## src/rtl/accum_seq_pkg.sv

```systemverilog
// Shared types for the accumulator sequencer: FSM state encoding and the
// bit positions of the {S, E, B} program entry word.
package accum_seq_pkg;

    typedef enum logic [1:0] {
        IDLE  = 2'd0,
        CLEAR = 2'd1,
        RUN   = 2'd2,
        DONE  = 2'd3
    } state_t;

    // Entry word layout for a DW-bit operand: {S, E, B[DW-1:0]}.
    function automatic int entry_s_bit(input int dw);
        return dw + 1;
    endfunction

    function automatic int entry_e_bit(input int dw);
        return dw;
    endfunction

endpackage

```

## src/rtl/accum_prog_ram.sv

```systemverilog
// Program store for the sequencer: DEPTH x (DW+2) register file with a
// synchronous write port and a combinational read port. Not reset.
module accum_prog_ram #(
    parameter int AW = 4,
    parameter int DW = 8
) (
    input  logic          CLK,
    input  logic          we,
    input  logic [AW-1:0] waddr,
    input  logic [DW+1:0] wdata,
    input  logic [AW-1:0] raddr,
    output logic [DW+1:0] rdata
);

    logic [DW+1:0] mem [2**AW];

    always_ff @(posedge CLK) begin
        if (we) begin
            mem[waddr] <= wdata;
        end
    end

    assign rdata = mem[raddr];

endmodule

```

## src/rtl/accum_sequencer.sv

```systemverilog
// Steps the 8-bit accumulator through a stored program of {S, E, B} words,
// one per cycle, then captures the accumulator output and pulses done.
module accum_sequencer
    import accum_seq_pkg::*;
#(
    parameter int AW = 4,
    parameter int DW = 8
) (
    input  logic          CLK,
    input  logic          CLR,
    input  logic          wr_en,
    input  logic [AW-1:0] wr_addr,
    input  logic [DW+1:0] wr_data,
    input  logic [AW:0]   len,
    input  logic          start,
    input  logic [DW-1:0] Q,
    output logic          acc_clr,
    output logic [DW-1:0] B,
    output logic          S,
    output logic          E,
    output logic          busy,
    output logic          done,
    output logic [DW-1:0] result
);

    localparam int S_BIT = entry_s_bit(DW);
    localparam int E_BIT = entry_e_bit(DW);
    localparam logic [AW:0] DEPTH_N = {1'b1, {AW{1'b0}}};
    localparam logic [AW:0] ONE     = {{AW{1'b0}}, 1'b1};

    state_t state, next_state;
    logic [AW:0]   n;
    logic [AW:0]   pc;
    logic [DW+1:0] entry;
    logic          last_step;

    assign last_step = (state == RUN) && ((pc + ONE) == n);

    accum_prog_ram #(.AW(AW), .DW(DW)) u_ram (
        .CLK   (CLK),
        .we    (wr_en && (state == IDLE)),
        .waddr (wr_addr),
        .wdata (wr_data),
        .raddr (pc[AW-1:0]),
        .rdata (entry)
    );

    always_ff @(posedge CLK or posedge CLR) begin
        if (CLR) begin
            state <= IDLE;
        end else begin
            state <= next_state;
        end
    end

    // Outputs decode straight from the registered state, so they still
    // change only on the clock edge and the accumulator has half a cycle
    // of setup before its negedge sample.
    always_comb begin
        next_state = state;
        acc_clr    = 1'b0;
        busy       = 1'b0;
        done       = 1'b0;
        B          = '0;
        S          = 1'b0;
        E          = 1'b0;
        case (state)
            IDLE: begin
                if (start) next_state = CLEAR;
            end
            CLEAR: begin
                acc_clr    = 1'b1;
                busy       = 1'b1;
                next_state = (n != '0) ? RUN : DONE;
            end
            RUN: begin
                busy = 1'b1;
                B    = entry[DW-1:0];
                S    = entry[S_BIT];
                E    = entry[E_BIT];
                if (last_step) next_state = DONE;
            end
            DONE: begin
                done       = 1'b1;
                next_state = IDLE;
            end
            default: next_state = IDLE;
        endcase
    end

    // pc, step count and result capture; len is clamped to the program depth.
    always_ff @(posedge CLK or posedge CLR) begin
        if (CLR) begin
            pc     <= '0;
            n      <= '0;
            result <= '0;
        end else begin
            case (state)
                IDLE: begin
                    if (start) begin
                        n  <= (len > DEPTH_N) ? DEPTH_N : len;
                        pc <= '0;
                    end
                end
                CLEAR: begin
                    if (n == '0) result <= '0;
                end
                RUN: begin
                    pc <= pc + ONE;
                    if (last_step) result <= Q;
                end
                default: ;
            endcase
        end
    end

endmodule

```

## config.mk

```make
export PLATFORM = sky130hd
export DESIGN_NAME = accum_sequencer
export DESIGN_NICKNAME = d
export VERILOG_FILES = /design/src/rtl/accum_seq_pkg.sv /design/src/rtl/accum_prog_ram.sv /design/src/rtl/accum_sequencer.sv
export SDC_FILE = /design/constraint.sdc
export NUM_CORES = 1
export LEC_CHECK = 0
export ABC_AREA = 1
export BUFFER_PORTS_ARGS = -buffer_cell sky130_fd_sc_hd__buf_2
export CELL_PAD_IN_SITES_DETAIL_PLACEMENT = 0
export CELL_PAD_IN_SITES_GLOBAL_PLACEMENT = 1
export CORE_ASPECT_RATIO = 2
export CORE_MARGIN = 3
export CORE_UTILIZATION = 49
export CTS_BUF_LIST = sky130_fd_sc_hd__clkbuf_16
export CTS_CLUSTER_DIAMETER = 60
export DETAILED_ROUTE_END_ITERATION = 6
export HOLD_SLACK_MARGIN = 0.05
export PLACE_DENSITY = 0.77
export SLEW_MARGIN = 20
export SYNTH_ARGS = -nofsm -noshare
export SYNTH_HDL_FRONTEND = slang
export SYNTH_SLANG_ARGS = --single-unit
```

## constraint.sdc

```tcl
create_clock -name CLK -period 2.1 [get_ports CLK]
set_input_delay 0.63 -clock CLK [delete_from_list [all_inputs] [get_ports CLK]]
set_output_delay 0.63 -clock CLK [all_outputs]
set_load 0.005 [all_outputs]
```

==> results of run 1 <==
cells in the mapped netlist:
cell type	instances	share of area [%]
nor3_1	1	0.066
nand4_1	11	0.91
buf_6	9	1.3
clkbuf_1	13	0.65
buf_2	5	0.33
nand3b_1	2	0.20
nand2_2	4	0.33
buf_8	1	0.20
a21oi_1	11	0.73
o21bai_2	1	0.15
o41ai_1	1	0.12
clkbuf_2	1	0.066
dfrtp_1	20	6.6
nor2_1	120	6.0
inv_4	1	0.083
o211ai_1	28	2.8
inv_2	3	0.15
nand2_1	50	2.5
o22ai_1	13	1.1
ha_1	5	0.83
o221ai_1	12	1.4
nand3_1	19	1.3
edfxtp_1	160	64
nor2_4	2	0.30
nand3_2	2	0.27
o21ai_0	70	4.7
inv_1	19	0.95
o21ai_1	21	1.4
nand2_4	1	0.15
nor2_2	1	0.083
buf_4	5	0.50
buf_1	1	0.050
sequential cells by signal (all words and copies together), names as in the netlist:
register   flops
u_ram.mem    160
pc             5
n              5
result         8
state          2
worst max-delay path: stages, from the launching register on:
cell and delay (ns):
dfrtp_1 0.44, inv_2 0.12, buf_12 0.16, o21ai_0 0.09, o211ai_1 0.17, o211ai_1 0.12
a21oi_1 0.27, buf_2 0.17
where the power goes:
part	switching, mW	total [mW]	internal, mW
Clock	1.37	3.14	1.78
Sequential	0.116	4.18	4.06
Combinational	2.10	3.51	1.41
worst paths after layout:
path / from / endpoint / slack [ns]
max in group asynchronous: CLR / pc[0]$_DFFE_PP0P_ / 1.64
worst min-delay path: CLR / n[3]$_DFFE_PP0P_ / 0.22
worst max-delay path: pc[1]$_DFFE_PP0P_ / S / -0.51
min in group CLK: len[0] / n[0]$_DFFE_PP0P_ / 0.43
worst min register to register: result[2]$_DFFE_PP0P_ / result[2]$_DFFE_PP0P_ / 0.48
worst max register to register: pc[1]$_DFFE_PP0P_ / result[5]$_DFFE_PP0P_ / 0.10
layer usage:
layer	vias to the layer above	GRT usage [%]	share of wire [%]
li1	2430	-	-
met1	2537	24.1	36
met2	182	40.2	55
met3	50	4.08	5.0
met4	0	9.95	3.6
met5	-	0	0
metrics by stage:
stage               setup slack (ns)  std cells  TNS (ns)
detailed placement           -0.0704        881    -0.278
CTS                           -0.522        913     -5.04
global placement             -0.0569        881    -0.238
floorplan                      0.167        613         0
global route                  -0.626        914     -6.11
finish                        -0.505        914     -4.77
cells in the final DEF (no fill, tap or decap), types with 6 or more instances in the layout:
cell type,instances
edfxtp_1,160
nor2_1,112
o21ai_0,63
buf_2,51
nand2_1,41
buf_4,38
o21ai_1,28
o211ai_1,28
dfrtp_1,19
inv_1,18
nand3_1,18
clkbuf_16,17
buf_12,16
o22ai_1,13
nand2_2,12
o221ai_1,12
nand4_1,11
a21oi_1,10
nor2_2,8
clkinvlp_4,6
layout make-up:
class                           instances  area share, %
Multi-Input combinational cell        375           21.7
Clock inverter                         15           1.84
Timing Repair Buffer                  109           9.97
Sequential cell                       180           58.2
Inverter                               23          0.974
Clock buffer                           17           4.66
Tap cell                              195           2.67
repair_timing:
| action | 4_1_cts | 5_1_grt |
|---|---|---|
| pin swaps | 0 | 4 |
| setup endpoints to repair | 18 | 65 |
| resized for setup | 10 | 27 |
| buffers inserted | 0 | 1 |
| hold buffers | 0 | 0 |
cells by family after synthesis:
family / count (synthesis) / share of synthesized area, %
AO/OA/AOI/OAI: 157 / 12.3
adder cells (fa/ha/maj): 5 / 0.831
buffers and inverters: 58 / 4.32
flip-flops: 180 / 70.5
AND/OR/NAND/NOR: 213 / 12.1
==> impl_metrics.ini, run 1 <==
[global_routing]
grt_max_degree = 28
grt_pass1_wl_mm = 28.0
antenna_found_initial = 0
track_usage_pct = 22.0
grt_overflow = 0
grt_pass1_vias = 5415

[synthesis]
yosysWarnings = 0
ys_seq_area_share_pct = 70.5
synth_nets = 649
syn_area_per_cell_um2 = 12.3
synth_seq_cells = 180
ys_types = 32
syn-instance-count = 613
syn-cell-area_um2 = 7530

[sta]
setup_viol = 10
final_hold_viol_count = 0
rsz0062_at_grt = true
hold_slack_ns = 0.225
finalWorstSetupSlack_ns = -0.505
finalCritPeriodShare_pct = 124
slew_violations = 0
relSlewSlack_pct = 58.7
finClkSkew_ns = 0.00743
tightestPinTransition_ns = 0.619
fin_crit_ns = 2.61
timing.fmax_mhz = 384

[finish]
nets = 742
n_fill_cell = 1208
seq_area_um2 = 5310
syn_to_final_growth_pct = 21.2
multi_input_area_um2 = 1980
drive_gt1_share_pct = 24.8
final_core_util_pct = 60.9
fin_area_um2 = 9120
diodes = 0

[floorplan]
start_util_pct = 50.3
design.core.area_um2 = 15000
rows = 63
die_w_um = 93.6
ioPinCount = 52
dieHeight_um = 181
die_area_um2 = 17000

[placement]
dpl-instance-area_um2 = 8420
port_buffers = 51
hpwl_mm = 12.3
gp_congestion = 0.811

[pwr]
power_mw = 10.8
p_leak_nw = 3.31
p_per_area_nw_per_um2 = 1190
ir_drop_mv = 0.890

[clock_tree]
h-tree-depth = 4
numCtsBuffers = 17
cts_tree = done
root_buffer = clkbuf_16
cts.sinks = 180
insertion_delay_ns = 0.43
cts_buffer_depth = 2
path_clk_slew_ns = 0.07

[hold_path]
hp-class = in2async

[routing]
firstDrtPassIters = 5
viasPerCell = 5.69
num_vias = 5199
drt_iter0_markers = 472
routedWlPerCell_um = 19.5
wl_mm = 17.8
drc = 0
ant_nets = 0

[critical_path]
startpoint_type = flip-flop
crit_required_ns = 1.47
critical_path_class = reg2out
worstPathArrival_ns = 1.98
reg2reg_depth = 14
end_kind = primary output
crit_fanout = 19

[run_status]
status = finished with violations
violations = negative setup slack

[job]
cap_viol_max_count = 0
(Power assumes the default switching activity.)
==> run 2, diff against run 1 <==
- CORE_UTILIZATION: 49 -> 48
- PLACE_DENSITY: 0.77 -> 0.78
- SYNTH_HIERARCHICAL: not set -> 1
- TNS_END_PERCENT: not set -> 10
==> impl_metrics.ini, run 2 <==
[run_status]
status = finished with violations
violations = negative setup slack

[sta]
fin_crit_ns = 2.58
relSlewSlack_pct = 66.0
final_hold_viol_count = 0
setup_viol = 18
hold_slack_ns = 0.198
finClkSkew_ns = 0.0106
finalWorstSetupSlack_ns = -0.484
rsz0062_at_grt = true
slew_violations = 0
timing.fmax_mhz = 387
finalCritPeriodShare_pct = 123
tightestPinTransition_ns = 0.506

[synthesis]
yosysWarnings = 6
yosysTopAreaCell = edfxtp_1
synth-edff-count = 160
synthArstFlopShare_pct = 11.1
synthFlopType = edfxtp_1
ys_top_cells_by_count = 269 x nand2_1, 160 x edfxtp_1, 150 x inv_1
synth_top_cell_area_share_pct = 58.6
synth_nets = 870
syn_area_per_cell_um2 = 9.83
yosysMostFrequentCell = nand2_1
syn-instance-count = 834
synth_seq_cells = 180
ys_types = 31
synthTopCellsByArea = edfxtp_1 59%, nand2_1 12%, nand3_1 8.1%, inv_1 6.9%, dfrtp_1 6.1%
ys_seq_area_share_pct = 64.7
syn-cell-area_um2 = 8200

[floorplan]
die_w_um = 98.4
dieHeight_um = 191
rows = 67
ioPinCount = 52
start_util_pct = 48.9
design.core.area_um2 = 16800
die_area_um2 = 18800

[critical_path]
reg2reg_depth = 13
critical_path_class = reg2out
slowest_delay_ns = 0.50
crit_required_ns = 1.47
cp_slowest_cell = dfrtp_2
startpoint_type = flip-flop
r2r-start = pc[0]$_DFFE_PP0P_
rrSetupSlack_ns = -0.05
critPathMostFrequentCell = nand2_1
worstPathArrival_ns = 1.95
cp-startpoint = pc[0]$_DFFE_PP0P_
end_kind = primary output
rr_endpoint = result[4]$_DFFE_PP0P_
crit_fanout = 8
cp_cell_sequence = buf_6 -> buf_12 -> nand2_1 -> nand2_1 -> nand2_1 -> nand3_2 -> nand3_2 -> nand2_2 -> nand2_2 -> inv_2 -> buf_2

[pwr]
p_per_area_nw_per_um2 = 1180
power_mw = 12.2
p_leak_nw = 4.66
ir_drop_mv = 0.716

[clock_tree]
h-tree-depth = 4
insertion_delay_ns = 0.43
path_clk_slew_ns = 0.06
cts.sinks = 180
cts_hold_buf = 0
root_buffer = clkbuf_16
cts_tree = done
numCtsBuffers = 17
cts_buffer_depth = 2

[finish]
final_common_cell = nand2_1
seq_area_um2 = 5310
drive_gt1_share_pct = 25.0
top_register = u_ram/mem
syn_to_final_growth_pct = 25.6
largest_reg_flops = 160
multi_input_area_um2 = 2410
n_fill_cell = 1383
top_regs = u_ram/mem: 160 flops, result: 8 flops
nets = 970
final_core_util_pct = 61.4
diodes = 0
mostFrequentLayoutCells = 248 x nand2_1, 160 x edfxtp_1, 148 x inv_1

[global_routing]
track_usage_pct = 22.5
grt_max_degree = 30
grt_pass1_wl_mm = 32.0
antenna_found_initial = 0
grt_pass1_vias = 6031
grt_overflow = 0

[placement]
gp_congestion = 0.800
port_buffers = 51
hpwl_mm = 13.7

[routing]
wl_mm = 22.1
ant_nets = 0
num_vias = 6167
drt_iter0_markers = 404
viasPerCell = 5.34
firstDrtPassIters = 5
drc = 0
routedWlPerCell_um = 19.2

[job]
cap_viol_max_count = 0

[hold_path]
hp-class = in2async
[run 2: changes by cell type in the layout (fill, tap and decap cells not counted), moves of 9 or more]
| cell | previous run | this run |
|---|---|---|
| clkbuf_16 | 17 | 27 |
| inv_1 | 18 | 148 |
| nand2_1 | 41 | 248 |
| nand2_2 | 12 | 26 |
| nand3_1 | 18 | 83 |
| nand3_2 | 3 | 50 |
| nor2_1 | 112 | 19 |
| o211ai_1 | 28 | 0 |
| o21ai_0 | 63 | 4 |
| o21ai_1 | 28 | 2 |
| o221ai_1 | 12 | 0 |
| o22ai_1 | 13 | 4 |
[run 2: what timing repair did]
item	CTS	global route
buffers inserted	1	3
cloned	2	13
setup endpoints to repair	20	22
pin swaps	0	30
resized for setup	24	62
[run 2: area by class of cell]
cell class	instances	share of cell area (%)
clock buffer	17	4.13
inverter	156	5.81
timing repair buffer	113	10.8
tap	207	2.51
clock inverter	15	1.60
multi-input combinational	465	23.4
timing repair inverter	1	0.158
sequential	180	51.5
[run 2: worst max-delay path by stage]
stage	end	slack [ns]	cells after the start
6_report	B[1]	-0.48	11
5_1_grt	B[1]	-0.57	11
4_1_cts	B[0]	-0.46	10
3_5_place_dp	result[4]$_DFFE_PP0P_	-0.07	13
3_3_place_gp	B[2]	-0.02	9
2_1_floorplan	u_ram/mem[10][0]$_DFFE_PP_	0.26	6
[run 2: where the power goes]
| group | internal, mW | total (mW) | switching [mW] |
|---|---|---|---|
| registers | 4.06 | 4.20 | 0.135 |
| logic | 1.96 | 4.78 | 2.82 |
| clock network | 1.86 | 3.19 | 1.33 |
[run 2: layer usage]
| layer | track usage (%) | wire length (um) | vias to the layer above |
|---|---|---|---|
| met5 | 0 | 0 | - |
| met1 | 25.0 | 7770 | 2973 |
| li1 | - | - | 2883 |
| met2 | 41.8 | 12000 | 252 |
| met4 | 10.6 | 1110 | 0 |
| met3 | 3.11 | 1240 | 59 |
[run 2: cells by family after synthesis]
family | share of synthesized area [%]
AO/OA/AOI/OAI | 1.10
flip-flops | 64.7
adder cells (fa/ha/maj) | 0.763
buffers and inverters | 9.80
AND/OR/NAND/NOR | 23.6
[run 2: critical path, delay by kind of cell, from the launching register on]
family	cells	cell delay (ns)
buffers and inverters	4	0.50
and+or+nand+nor	7	0.53
DFF	1	0.50
[run 2: through the flow]
| step | cell area, um^2 | setup WS (ns) | instances | setup TNS, ns |
|---|---|---|---|---|
| floorplan | 8200 | 0.264 | 834 | 0 |
| global placement | 9000 | -0.0232 | 1104 | -0.0232 |
| detailed placement | 9000 | -0.0727 | 1104 | -0.586 |
| CTS | 9760 | -0.460 | 1139 | -4.64 |
| global route | 10300 | -0.572 | 1154 | -7.31 |
| finish | 10300 | -0.484 | 1154 | -4.83 |
==> run 3, diff against run 2 <==
- REMOVE_ABC_BUFFERS: not set -> 1
==> impl_metrics.ini, run 3 (same netlist as run 2, synthesis figures left out) <==
[run_status]
status = finished with violations
violations = negative setup slack

[clock_tree]
cts_tree = done
numCtsBuffers = 17
insertion_delay_ns = 0.43
root_buffer = clkbuf_16
path_clk_slew_ns = 0.07
h-tree-depth = 4
cts_buffer_depth = 2
cts.sinks = 180

[routing]
viasPerCell = 5.11
drt_iter0_markers = 313
ant_nets = 0
firstDrtPassIters = 5
routedWlPerCell_um = 16.8
wl_mm = 19.0
drc = 0
num_vias = 5793

[sta]
relSlewSlack_pct = 71.8
hold_slack_ns = 0.223
fin_crit_ns = 2.51
tightestPinTransition_ns = 0.420
finalWorstSetupSlack_ns = -0.407
rsz0062_at_grt = true
timing.fmax_mhz = 399
final_hold_viol_count = 0
finalCritPeriodShare_pct = 119
slew_violations = 0
finClkSkew_ns = 0.00601
setup_viol = 10

[finish]
largest_reg_flops = 160
final_common_cell = nand2_1
final_cell_count_no_fill = 1133
diodes = 0
mostFrequentLayoutCells = 266 x nand2_1, 160 x edfxtp_1, 149 x inv_1
fin_area_um2 = 9610
top_register = u_ram/mem
n_fill_cell = 1461
syn_to_final_growth_pct = 17.2
top_regs = u_ram/mem: 160 flops, result: 8 flops
drive_gt1_share_pct = 16.8
nets = 949

[critical_path]
end_kind = primary output
crit_buf_inv = 4
startpoint_type = flip-flop
crit_required_ns = 1.47
path_delay_family = simple AND/OR/NAND/NOR gates
rr_endpoint = result[3]$_DFFE_PP0P_
cp-startpoint = pc[0]$_DFFE_PP0P_
worstPathArrival_ns = 1.88
cp_slowest_cell = dfrtp_2
reg2reg_depth = 12
r2r-start = pc[0]$_DFFE_PP0P_
rrSetupSlack_ns = 0.13
critical_path_class = reg2out
slowest_delay_ns = 0.46
crit_fanout = 17
cp_cell_sequence = buf_12 -> buf_12 -> nand2_1 -> nand3_1 -> nand3_1 -> nand3_1 -> nand2_1 -> nand2_1 -> inv_1 -> buf_2

[global_routing]
antenna_found_initial = 0
grt_max_degree = 25
track_usage_pct = 20.9
grt_overflow = 0
grt_pass1_vias = 5939
grt_pass1_wl_mm = 29.8

[pwr]
ir_drop_mv = 0.542
combPwrFrac_pct = 34.1
seqPwrFrac_pct = 38.2
pwr-share-clk_pct = 27.7
p_leak_nw = 4.38
p_sw_mw = 3.81
swShare_pct = 34.7
p_int_mw = 7.16
p_per_area_nw_per_um2 = 1140

[floorplan]
die_w_um = 98.4
start_util_pct = 48.9
design.core.area_um2 = 16800
die_area_um2 = 18800
ioPinCount = 52
dieHeight_um = 191
rows = 67

[job]
cap_viol_max_count = 0

[placement]
dpl-instance-area_um2 = 8970
hpwl_mm = 13.0
port_buffers = 51
dp.cells = 1098
gp_congestion = 0.891

[hold_path]
hp-class = in2async
run 3: repair_timing:
item,4_1_cts,5_1_grt
endpoints found under the setup margin,10,22
setup buffers,3,0
pin swaps,2,7
hold buffers,0,0
resized for setup,2,12
run 3: worst max path at each step:
stage                     endpoint  cells after the start
after floorplan               B[1]                      8
after global placement        B[3]                     10
after detailed placement      B[3]                     10
after CTS                     B[3]                     10
after global routing          B[1]                     10
final                         B[3]                     10
run 3: cell type report:
| type | instances | area (um^2) | share of cell area, % |
|---|---|---|---|
| clock buffers | 17 | 425 | 4.43 |
| clock inverters | 15 | 144 | 1.50 |
| inverters | 156 | 593 | 6.17 |
| multi-input cells | 465 | 2140 | 22.2 |
| flip-flops and latches | 180 | 5310 | 55.2 |
| well taps | 207 | 259 | 2.69 |
| repair buffers | 93 | 749 | 7.80 |
run 3: worst register-to-register path, cell delays in order (launching register included):
cell and delay (ns):
dfrtp_2 0.46, buf_12 0.18, ha_1 0.32, nand2_1 0.14, nand2_1 0.06, nor2_1 0.09
nand3_1 0.09, nor2_2 0.10, nand3_2 0.09, nand2_4 0.10, nand2_4 0.09, nand2_1 0.09
nand2_1 0.06
run 3: layer usage:
layer,vias to the layer above,wire length (um),GRT usage (%)
met5,-,0,0
met4,0,659,10.5
met3,39,650,3.66
met2,149,10400,38.1
met1,2761,7280,23.1
li1,2844,-,-
run 3: power by group through the flow:
stage               clock network [mW]  logic, mW  registers [mW]
detailed placement                   0       3.64            4.25
floorplan                            0       1.95            4.43
global route                      3.25       4.18            4.20
CTS                               3.09       3.72            4.18
finish                            3.04       3.74            4.18
global placement                     0       3.59            4.25
run 3: per-stage QoR:
stage	utilization (%)	power, mW	setup slack, ns	setup TNS [ns]
final	57.3	11.0	-0.407	-3.79
after detailed placement	53.5	7.90	0.0600	0
after global routing	57.3	11.6	-0.521	-5.19
after CTS	57.1	11.0	-0.407	-3.88
after global placement	53.5	7.84	0.0491	0
after floorplan	-	6.38	-1.20	-21.40
